`config.mk`:
```
export PLATFORM = sky130hd
export DESIGN_NAME = m107_int_ack_seq
export DESIGN_NICKNAME = d
export VERILOG_FILES = /design/src/rtl/m107_pkg.sv /design/src/rtl/m107_int_ack_seq.sv
export SDC_FILE = /design/constraint.sdc
export NUM_CORES = 1
export LEC_CHECK = 0
export ABC_AREA = 1
export BUFFER_PORTS_ARGS = -buffer_cell sky130_fd_sc_hd__buf_2
export CAP_MARGIN = 10
export CORE_MARGIN = 2
export CORE_UTILIZATION = 35
export CTS_CLUSTER_DIAMETER = 30
export DETAILED_ROUTE_END_ITERATION = 6
export PLACE_DENSITY = 0.63
export SYNTH_ARGS = -nofsm -noshare
export SYNTH_HDL_FRONTEND = slang
export SYNTH_SLANG_ARGS = --single-unit
```
`constraint.sdc`:
```
create_clock -name clk -period 1.9 [get_ports clk]
set_input_delay 0.095 -clock clk [delete_from_list [all_inputs] [get_ports clk]]
set_output_delay 0.095 -clock clk [all_outputs]
set_load 0.03 [all_outputs]
```
`src/rtl/m107_pkg.sv`:
```
// Shared M107 board types: interrupt-acknowledge sequencer state encoding and helpers.
package m107_pkg;

    typedef enum logic [2:0] {
        IDLE    = 3'd0,
        ACK1    = 3'd1,
        GAP     = 3'd2,
        ACK2    = 3'd3,
        DELIVER = 3'd4
    } inta_state_t;

    localparam int unsigned VEC_W = 8;

    // Width of a down-counter that must hold values 0 .. n-1 (never narrower than 1 bit).
    function automatic int unsigned cnt_width(input int unsigned n);
        return (n > 1) ? $clog2(n) : 1;
    endfunction

    function automatic int unsigned max_u(input int unsigned a, input int unsigned b);
        return (a > b) ? a : b;
    endfunction

endpackage

```
`src/rtl/m107_int_ack_seq.sv`:
```
// CPU-side INTA sequencer: issues the two-pulse acknowledge, captures the vector, hands it over via valid/ready.
// Optional abort on dropped int_req during GAP when M107_INTA_ABORT_EN is defined.
module m107_int_ack_seq
    import m107_pkg::*;
#(
    parameter int unsigned ACK_WIDTH = 2,
    parameter int unsigned ACK_GAP   = 2
) (
    input  logic             clk,
    input  logic             reset,
    input  logic             ce,
    input  logic             int_req,
    input  logic [VEC_W-1:0] int_vector,
    output logic             int_ack,
    input  logic             cpu_if,
    input  logic             cpu_boundary,
    output logic             cpu_int_take,
    output logic [VEC_W-1:0] vec,
    output logic             vec_valid,
`ifdef M107_INTA_ABORT_EN
    output logic             spurious,
`endif
    input  logic             vec_ready
);

    localparam int unsigned CNT_MAX = max_u(ACK_WIDTH, ACK_GAP);
    localparam int unsigned CNT_W   = cnt_width(CNT_MAX);
    localparam logic [CNT_W-1:0] WIDTH_LOAD = CNT_W'(ACK_WIDTH - 1);
    localparam logic [CNT_W-1:0] GAP_LOAD   = CNT_W'(ACK_GAP - 1);

    inta_state_t      state;
    logic [CNT_W-1:0] cnt;
    logic             cnt_zero;

    assign cnt_zero = (cnt == '0);

    // Sequencer: every transition and output update is qualified by ce; reset is not.
    always_ff @(posedge clk) begin
        if (reset) begin
            state        <= IDLE;
            cnt          <= '0;
            int_ack      <= 1'b0;
            cpu_int_take <= 1'b0;
            vec          <= '0;
            vec_valid    <= 1'b0;
`ifdef M107_INTA_ABORT_EN
            spurious     <= 1'b0;
`endif
        end else if (ce) begin
`ifdef M107_INTA_ABORT_EN
            spurious <= 1'b0;
`endif
            case (state)
                IDLE: begin
                    if (int_req && cpu_if && cpu_boundary) begin
                        state        <= ACK1;
                        int_ack      <= 1'b1;
                        cpu_int_take <= 1'b1;
                        cnt          <= WIDTH_LOAD;
                    end
                end

                ACK1: begin
                    if (cnt_zero) begin
                        state   <= GAP;
                        int_ack <= 1'b0;
                        cnt     <= GAP_LOAD;
                    end else begin
                        cnt <= cnt - CNT_W'(1);
                    end
                end

                GAP: begin
                    if (cnt_zero) begin
`ifdef M107_INTA_ABORT_EN
                        // Controller withdrew the request: abandon without a second pulse.
                        if (!int_req) begin
                            state        <= IDLE;
                            cpu_int_take <= 1'b0;
                            spurious     <= 1'b1;
                        end else begin
                            state   <= ACK2;
                            int_ack <= 1'b1;
                            cnt     <= WIDTH_LOAD;
                        end
`else
                        state   <= ACK2;
                        int_ack <= 1'b1;
                        cnt     <= WIDTH_LOAD;
`endif
                    end else begin
                        cnt <= cnt - CNT_W'(1);
                    end
                end

                ACK2: begin
                    if (cnt_zero) begin
                        state     <= DELIVER;
                        int_ack   <= 1'b0;
                        vec       <= int_vector;
                        vec_valid <= 1'b1;
                    end else begin
                        cnt <= cnt - CNT_W'(1);
                    end
                end

                DELIVER: begin
                    // Restart is deliberately not checked here; earliest retrigger is the next ce edge.
                    if (vec_ready) begin
                        state        <= IDLE;
                        vec_valid    <= 1'b0;
                        cpu_int_take <= 1'b0;
                    end
                end

                default: begin
                    state        <= IDLE;
                    cnt          <= '0;
                    int_ack      <= 1'b0;
                    cpu_int_take <= 1'b0;
                    vec_valid    <= 1'b0;
                end
            endcase
        end
    end

endmodule

```
; Word-level counts from Yosys, hierarchy flattened
; Cells that the tools add are included.
[word_totals]
output_inout_bits = 11
register_bits = 15
[op_classes]
reduce_logical = 13
bitwise = 4
muxes = 16
eq_ne = 10
add_sub_neg = 1
[op_table]
columns = operator, n
row1 = two-way mux 3 bit, 5
row2 = case mux 3 bit (5 select lines), 1
row3 = "inequality test 2 bit, second input constant", 6
row4 = case mux 1 bit (4 select lines), 2
row5 = AND reduction 4 bit, 2
row6 = "equality test 3 x 2 -> 1 bit, second input constant", 2
row7 = two-way mux 1 bit, 6
row8 = case mux 1 bit (3 select lines), 2
row9 = AND reduction 3 bit, 2
row10 = AND reduction 6 bit, 1
row11 = OR reduction 3 bit, 2
row12 = AND reduction 5 bit, 1
row13 = inverter 1 bit, 4
row14 = OR reduction 2 bit, 2
row15 = "equality test 3 x 1 -> 1 bit, second input constant", 1
row16 = "equality test 3 bit, second input constant", 1
row17 = zero test 3 bit, 1
row18 = logical AND 1 bit, 2
row19 = "subtractor 1 bit, second input constant", 1

; Logic depth before layout (Yosys ltp)
; Gate-level depths: netlist of the first run.
[depth]
word_depth = 4
mapped_depth = 8
depth_no_buf = 8

; Worst setup path after synthesis of the first run
; No wires, ideal clock.
[synth_path]
path_type = flip-flop to flip-flop
startpoint = register state[2]
endpoint = register cpu_int_take
setup_slack_ps = 819
path_buffers = 1
stages_incl_launch_ff = 8
t_arrival_ps = 960
cell_sequence = dfxtp_1 > buf_6 > nor2_1 > nand2_1 > nor2_2 > nor2_1 > a21oi_1 > nor2_1
[synth_via]
elab_chain_cells = 4
[synth_lines]
columns = item, line
row1 = from (decl), m107_int_ack_seq.sv:31  ; inta_state_t state;
row2 = from (signal assigned), m107_int_ack_seq.sv:40  ; state <= IDLE;
row3 = from (signal assigned), m107_int_ack_seq.sv:56  ; state <= ACK1;
row4 = from (signal assigned), m107_int_ack_seq.sv:65  ; state <= GAP;
row5 = equality test 3 x 2 -> 1 bit or equality test 3 x 1 -> 1 bit (tied branches), m107_int_ack_seq.sv:53  ; case (state)
row6 = OR reduction 3 bit (no source line), -
row7 = inverter 1 bit (no source line), -
row8 = AND reduction 4 bit (no source line), -
row9 = to (signal assigned), m107_int_ack_seq.sv:43  ; cpu_int_take <= 1'b0;
row10 = to (signal assigned), m107_int_ack_seq.sv:58  ; cpu_int_take <= 1'b1;
row11 = to (signal assigned), m107_int_ack_seq.sv:112  ; cpu_int_take <= 1'b0;
row12 = to (decl), m107_int_ack_seq.sv:17  ; output logic cpu_int_take,
; Parallel ways exist; a longest one is shown, timed or not.
; A chain may end at the register's enable or synchronous reset.

; Worst setup path in the final report of the first run
[layout_path]
startpoint = register state[0]
endpoint = register vec[4]
[layout_via]
elab_chain_cells = 2
[layout_lines]
columns = item, line
row1 = equality test 3 x 2 -> 1 bit, m107_int_ack_seq.sv:53
row2 = AND reduction 3 bit (no source line), -
row3 = to (signal assigned), m107_int_ack_seq.sv:100  ; vec <= int_vector;
row4 = to (decl), m107_int_ack_seq.sv:18  ; output logic [VEC_W-1:0] vec,
; No other way between the ends.

==> metrics, run 1 <==
chip height=a little under 50 µm; die area=roughly 2400 µm²; Worst-path clk slew=80 ps; crit start category=flop; I/O pins=26; TNS Setup=0 ps; top cell type by total area after synthesis=dfxtp_1; first-pass GRT wire length=2390 µm; core footprint=1920 µm²; Longest Clk Path Bufs=2; syn_nets=115; CP Launch Point=state[0]; HPWL Detailed=1040 µm; pre-CTS WS=601 ps; Power Density=between 1000 and 1500 nW/µm²; Clock Tree Root=clkbuf_4; sequential area share after synthesis=0.430; top-area cell type share of the netlist area=0.430; CP endpoint kind=flop; min Tclk post-route=1290 ps; ANT cells=0; status=completed; vias in the first global route=602; nets=between 100 and 150; setup bufs post-CTS=0; die width=between 40 and 50 µm; Synth Instances=100; reg2reg start=state[0]; TritonCTS clock tree=built; gpl congestion=between 0.8 and 0.9; remaining global-route overflow=0; Hold Fails Final Rpt=0; H-tree depth=1; Distinct cells, synth=16; CTS sink cnt=15; final std cells w/o fill=154; DRC=0; initial antenna violation count=0; RSZ-0062 raised after global routing=no; Detailed Route WL=~1400 µm; CTS buffer count=3; vias per cell=4.54; Area after DPL=830 µm²; Detail Route Antenna Nets=0; #FFs+latches synth=15; Worst Max-Slew Pin Slew=364 ps; pin count of the biggest net entering global routing=17; First DRT Iteration DRCs=17; crit path max fanout=16; final setup vio count=0; Fmax achieved=772 MHz; worst-skew pair later-pin latency=280 ps; share of cells above drive strength 1=0.268; placed cell count=149; Finished Cell Area=866 µm²; Rel. slew slack=0.757; Worst EP arrival=~1500 ps; Post-Syn Area=698 µm²; peak supply drop=0.446 mV; Starting Density=0.363; site row count=16; hold_ws=77.6 ps; GRT Util Overall=0.130; via count=between 600 and 700; Final WS setup=605 ps; WL/cell=8.81 µm; min-delay src=int_vector[2]; CTS resizes=0; Max Cap Viol=0; Layout area overhead=24.0%; top post-synthesis cells by area=dfxtp_1 (43%), inv_1 (9.1%), nand2_1 (8.6%), nor2_1 (8.6%), a21oi_1 (7.9%); WS Path Type=reg -> reg; 1st-pass router iterations=4; Leakage=0.421 nW; final period utilization=0.681; input/output buffers=25; yosys warns=0; HP Class=in -> reg; Max Slew Vio Count=0; Mapped Avg Cell Area=approximately 7.0 µm²; Layout Skew=0.849 ps; WP data required=2070 ps
==> critical path, cell delays in order, from the launching register on <==
cell and delay, ps:
dfxtp_1 410, nand2_2 100, nor2_2 120, nand3_2 250, o21ai_0 250, a21oi_1 50
==> path summary, 6_finish.rpt <==
| kind | endpoint | slack [ps] | depth (start not counted) |
|---|---|---|---|
| setup / recovery | vec[4] | 610 | 5 |
| setup reg to reg | vec[4] | 610 | 5 |
| hold reg to reg | vec[5] | 450 | 2 |
| hold / removal | vec[2] | 80 | 3 |
==> sequential cells by signal, indices dropped and copies added (netlist names) <==
| name | flops |
|---|---|
| cpu_int_take | 1 |
| int_ack | 1 |
| vec | 8 |
| vec_valid | 1 |
| state | 3 |
| cnt | 1 |
==> cells in the mapped netlist <==
library cell   n
inv_1         17
nand2_1       16
nor2_1        16
dfxtp_1       15
a21oi_1       11
o21ai_0        9
nand3_1        4
buf_6          2
nor2_2         2
o21ai_2        2
buf_2          1
nand2_2        1
nand3_2        1
nand3b_1       1
nor3_1         1
o21bai_1       1
==> cell families after synthesis <==
group	after synthesis	synth area share
and+or+nand+nor	42	0.260
AOI/OAI and AO/OA	23	0.179
buffers and inverters	20	0.131
DFF	15	0.430
==> metrics by stage <==
step	utilization	power [W]
after floorplan	-	0.000704
after global placement	0.432	0.000771
after detailed placement	0.432	0.000776
after CTS	0.451	0.000960
after global routing	0.451	0.00104
final	0.451	0.000946
==> routing by layer <==
| metal | routed length [µm] | share of wire | global-route usage |
|---|---|---|---|
| met1 | 609 | 0.45 | 0.154 |
| met2 | 599 | 0.44 | 0.212 |
| met3 | 111 | 0.082 | 0.0185 |
| met5 | 0 | 0 | 0 |
| met4 | 34 | 0.025 | 0.0952 |
==> cell type report <==
class / count / area (µm²)
clock buffers: 4 / 26.3
fillers: 210 / 1060
inverters: 17 / 63.8
multi-input cells: 65 / 307
flip-flops and latches: 15 / 300
well taps: 27 / 33.8
repair buffers: 26 / 135
==> cells in the final DEF (no fill, tap or decap) <==
| master | n |
|---|---|
| o21ai_2 | 2 |
| clkbuf_1 | 1 |
| o21ai_0 | 9 |
| a21oi_1 | 11 |
| inv_1 | 17 |
| clkbuf_4 | 3 |
| nand3b_1 | 1 |
| nand2_2 | 1 |
| nor3_1 | 1 |
| nor2_2 | 2 |
| nor2_1 | 16 |
| buf_2 | 25 |
| nand2_1 | 16 |
| nand3_2 | 1 |
| dfxtp_1 | 15 |
| nand3_1 | 4 |
| dlygate4sd3_1 | 1 |
| o21bai_1 | 1 |
==> repair_timing <==
action,in CTS,in global routing
hold buffers,1,0
endpoints found under the hold margin,1,0
endpoints found under the setup margin,0,0
==> power breakdown <==
group	switching [W]	internal (W)
sequential	0.0000470	0.000365
combinational	0.000231	0.000125
clock	0.0000967	0.0000814
Note: power is estimated with default switching activity, not from simulation.
==> run 2: changes to the inputs <==
--- a/config.mk
+++ b/config.mk
@@ -12,7 +12,7 @@
 export CORE_UTILIZATION = 35
 export CTS_CLUSTER_DIAMETER = 30
 export DETAILED_ROUTE_END_ITERATION = 6
-export PLACE_DENSITY = 0.63
+export PLACE_DENSITY = 0.65
 export SYNTH_ARGS = -nofsm -noshare
 export SYNTH_HDL_FRONTEND = slang
 export SYNTH_SLANG_ARGS = --single-unit
==> constraint.sdc (replaced) <==
create_clock -name clk -period 1.1 [get_ports clk]
set_input_delay 0.055 -clock clk [delete_from_list [all_inputs] [get_ports clk]]
set_output_delay 0.055 -clock clk [all_outputs]
set_load 0.03 [all_outputs]
==> run 2 against run 1 <==
  * The run now ends with negative setup slack left
  * Die area is the same
  * Clock power grew 70%
  * Routed wire length grew 25%
  * First-iteration DRC count shrank 47%
  * Critical path depth is the same
  * Worst hold slack lost 40 ps
  * Flip-flop and latch count is the same
  * Largest cell class unchanged
==> metrics, run 2 (synthesized netlist as in run 1, its figures left out) <==
status=complete, but fails checks; failing checks=negative setup slack; Worst EP arrival=1390 ps; Detailed Route WL=1700 µm; H-tree depth=1; r2r setup slk=-80 ps; First DRT Iteration DRCs=9; largest delay contributor family on the critical path=simple AND/OR/NAND/NOR gates; TritonCTS clock tree=built; Power Density=a little under 2000 nW/µm²; nets=155; first-pass GRT wire length=roughly 2800 µm; CP max stage delay=400 ps; input/output buffers=25; core footprint=a little under 2000 µm²; WP data required=1310 ps; end of the worst register-to-register path=vec[1]; pin count of the biggest net entering global routing=14; crit path max fanout=7; die width=48.7 µm; ANT cells=0; WS Path Type=reg -> reg; Biggest register=vec; chip height=48.7 µm; crit path cell chain=nand2_2 -> nor2_4 -> nand3_4 -> buf_4 -> a21oi_2; Worst Path Buf+Inv=1; Setup crit end=vec[1]; DRC=0; die area=2370 µm²; Layout Skew=~2.7 ps; final setup vio count=12; vias in the first global route=694; CP Launch Point=state[0]; Max Slew Vio Count=0; HP Class=in -> reg; Worst Reg-to-Reg Cells=5; Worst-path clk slew=90 ps; RSZ-0062 raised after global routing=yes; share of cells above drive strength 1=0.460; CP endpoint kind=flop; worst-skew pair later-pin latency=around 280 ps; Starting Density=0.363; CP max stage cell=dfxtp_4; reg2reg start=state[0]; crit start category=flop; Final WS setup=-78.6 ps; commonest non-fill, non-tap cell in the layout=buf_2; Hold Fails Final Rpt=0; hold_ws=38.1 ps; 1st-pass router iterations=4; Finished Cell Area=roughly 1000 µm²; Fmax achieved=between 800 and 900 MHz; Worst Max-Slew Pin Slew=386 ps; I/O pins=26; Max Cap Viol=0; Layout area overhead=50.0%; peak supply drop=0.855 mV; Rel. slew slack=0.742; most frequent cells in the layout=buf_2 (25), inv_1 (15), nand2_1 (12), dfxtp_1 (12), nor2_1 (11); GRT Util Overall=0.153; initial antenna violation count=0; Clock Tree Root=clkbuf_4; via count=about 740; Longest Clk Path Bufs=2; CTS buffer count=3; max reg flops=8; overall power=0.00203 W; Area after DPL=slightly above 900 µm²; WL/cell=around 10 µm; gpl congestion=between 0.8 and 0.9; CTS sink cnt=15; vias per cell=4.48; Worst path depth=5; largest registers=vec (8), state (3); remaining global-route overflow=0; HPWL Detailed=about 1200 µm; Leakage=between 0.4 and 0.5 nW; Detail Route Antenna Nets=0; final period utilization=1.07; site row count=16; min Tclk post-route=1180 ps
## run 2: cell types whose count changed in the layout (fill, tap and decap cells not counted), sizes merged
| cell | before | now |
|---|---|---|
| clkinv | 0 | 1 |
| buf | 25 | 36 |
| nand3 | 5 | 6 |
| clkbuf | 4 | 3 |
## run 2: metal layers
metal | GRT usage | vias to the layer above | share of wire | wire length [µm]
met1 | 0.178 | 330 | 0.45 | 759
li1 | - | 392 | - | -
met3 | 0.0309 | 2 | 0.045 | 76
met5 | 0 | - | 0 | 0
met2 | 0.263 | 20 | 0.50 | 851
met4 | 0.0810 | 0 | 0.0082 | 14
## run 2: layout make-up
class	instances	area, µm²
clock buffers	3	22.5
repair buffers	37	225
fillers	198	875
flip-flops and latches	15	312
inverters	17	66.3
multi-input cells	66	383
well taps	27	33.8
clock inverters	1	5.00
## run 2: how the worst min path moves through the flow
stage	from	end	slack (ps)	cells after the start
after floorplan	reset	cnt	120	1
after global placement	reset	cnt	230	2
after detailed placement	reset	cnt	230	2
after CTS	reset	cnt	-80	2
after global routing	int_vector[2]	vec[2]	40	3
final	int_vector[2]	vec[2]	40	3
## run 2: worst register-to-register path, delay by kind of cell (launching register included)
family,cells,cell delay [ps]
AND/OR/NAND/NOR,3,420
flip-flops,1,400
buffers and inverters,1,170
AO/OA/AOI/OAI,1,130
## run 2: power by group
| part | leakage, nW | total, W | switching, W | internal, W |
|---|---|---|---|---|
| Clock | 0.0177 | 0.000303 | 0.000168 | 0.000135 |
| Combinational | 0.346 | 0.000990 | 0.000554 | 0.000436 |
| Sequential | 0.124 | 0.000738 | 0.0000883 | 0.000650 |
| Total | 0.488 | 0.00203 | 0.000810 | 0.00122 |
## run 2: through the flow
step           setup TNS (ps)  std cells  utilization  worst slack (ps)
6_report                 -647        166        0.545             -78.6
5_1_grt                 -1780        166        0.545              -160
4_1_cts                  -375        164        0.521             -57.7
3_5_place_dp            -1720        159        0.471              -190
3_3_place_gp            -1100        159        0.471              -122
2_1_floorplan               0        100            -              18.9
## run 2: repair_timing
item,4_1_cts,5_1_grt
cloned,1,0
gates resized for setup,20,10
setup buffers,0,1
pin swaps,6,5
setup endpoints to repair,15,15
hold endpoints to repair,1,1
==> run 3: changes to the inputs <==
--- a/config.mk
+++ b/config.mk
@@ -13,6 +13,7 @@
 export CTS_CLUSTER_DIAMETER = 30
 export DETAILED_ROUTE_END_ITERATION = 6
 export PLACE_DENSITY = 0.65
+export REMOVE_ABC_BUFFERS = 1
 export SYNTH_ARGS = -nofsm -noshare
 export SYNTH_HDL_FRONTEND = slang
 export SYNTH_SLANG_ARGS = --single-unit
==> run 3 against run 2 <==
  * The run now ends clean
  * Clock skew is 1.9 ps lower
  * First-iteration DRC count is 78% lower
  * Critical path type unchanged
  * Combinational power is 10% lower
  * Clock power hardly changed
  * Flip-flop and latch count stayed put
  * Worst setup slack better by 85 ps
  * Core utilization is 1.6 points lower
  * Highest routed layer unchanged
  * Via count is 2.0% lower
  * Die area stayed put
  * Final cell count is 3.0% lower
==> metrics, run 3 (synthesized netlist as in run 1, its figures left out) <==
Layout Skew=0.776 ps; site row count=16; final std cells w/o fill=161; I/O pins=26; core footprint=1920 µm²; vias per cell=4.53; Power Density=1920 nW/µm²; pin count of the biggest net entering global routing=14; Detailed Route WL=1590 µm; share of cells above drive strength 1=0.440; most frequent cells in the layout=buf_2 (25), inv_1 (15), nand2_1 (13); first-pass GRT wire length=2680 µm; CTS buffer count=3; vias in the first global route=688; GRT Util Overall=0.140; HPWL Detailed=1090 µm; placed cell count=154; 1st-pass router iterations=4; CP endpoint kind=flop; Longest Clk Path Bufs=2; Hold Fails Final Rpt=0; peak supply drop=0.953 mV; DRC=0; die width=48.7 µm; overall power=0.00195 W; final setup vio count=0; worst-skew pair later-pin latency=270 ps; crit path max fanout=5; max reg flops=8; WS Path Type=reg -> reg; Starting Density=0.363; Fmax achieved=914 MHz; Rel. slew slack=0.851; TritonCTS clock tree=built; Layout area overhead=45.5%; largest registers=vec (8), state (3); r2r setup slk=between 6 and 7 ps; die area=approximately 2400 µm²; H-tree depth=1; remaining global-route overflow=0; nets=150; Biggest register=vec; Clock Tree Root=clkbuf_4; HP Class=in -> reg; RSZ-0062 raised after global routing=yes; Max Slew Vio Count=0; via count=729; WL/cell=9.85 µm; Detail Route Antenna Nets=0; crit start category=flop; Worst Max-Slew Pin Slew=around 220 ps; initial antenna violation count=0; min Tclk post-route=around 1100 ps; CTS sink cnt=15; First DRT Iteration DRCs=2; WP data required=1280 ps; final period utilization=0.994; ANT cells=0; Max Cap Viol=0; status=completed; commonest non-fill, non-tap cell in the layout=buf_2; Worst-path clk slew=80 ps; Leakage=0.469 nW; gpl congestion=a little under 0.9; chip height=between 40 and 50 µm; input/output buffers=25; Worst EP arrival=1270 ps
-- run 3: path summary, 6_finish.rpt --
check             endpoint     startpoint  depth (start not counted)
setup / recovery  state[1]       state[2]                          7
hold / removal      vec[1]  int_vector[1]                          3
setup reg to reg  state[1]       state[2]                          7
hold reg to reg     vec[2]         vec[2]                          2
-- run 3: through the flow --
stage	util	setup TNS [ps]	hold WS, ps	cell area [µm²]	worst slack [ps]
2_1_floorplan	-	-152	124	671	-25.3
3_3_place_gp	0.451	-1040	234	867	-115
6_report	0.529	0	30.8	1020	6.22
5_1_grt	0.529	-836	52.0	1020	-86.8
3_5_place_dp	0.451	-1520	232	867	-184
4_1_cts	0.490	0	44.1	942	4.72
-- run 3: layout make-up --
type,count,area (µm²)
fillers,201,906
multi-input cells,66,398
flip-flops and latches,15,312
repair buffers,32,180
inverters,17,66.3
well taps,27,33.8
clock buffers,4,26.3
-- run 3: worst max-delay path: stages (launching register included) --
cell and delay, ps:
dfxtp_4 370, buf_4 150, nand3_2 70, nand2_2 110, nor2_4 150, nand2_1 60, nand2_1 50, nor2_1 40
-- run 3: metal layers --
metal	up-vias	GRT usage	wire [µm]
met5	-	0	0
met4	0	0.0714	26
met3	5	0.0216	66
met2	22	0.226	765
met1	317	0.180	728
li1	385	-	-
-- run 3: power by group --
group	switching, W	internal (W)
combinational	0.000530	0.000360
clock	0.000162	0.000141
sequential	0.000111	0.000650
-- run 3: timing repair --
item,4_1_cts,5_1_grt
gates cloned,1,0
hold endpoints to repair,1,0
resized for setup,12,24
buffers inserted,0,1
hold buffers,1,0
pin swaps,2,7
endpoints found under the setup margin,14,15
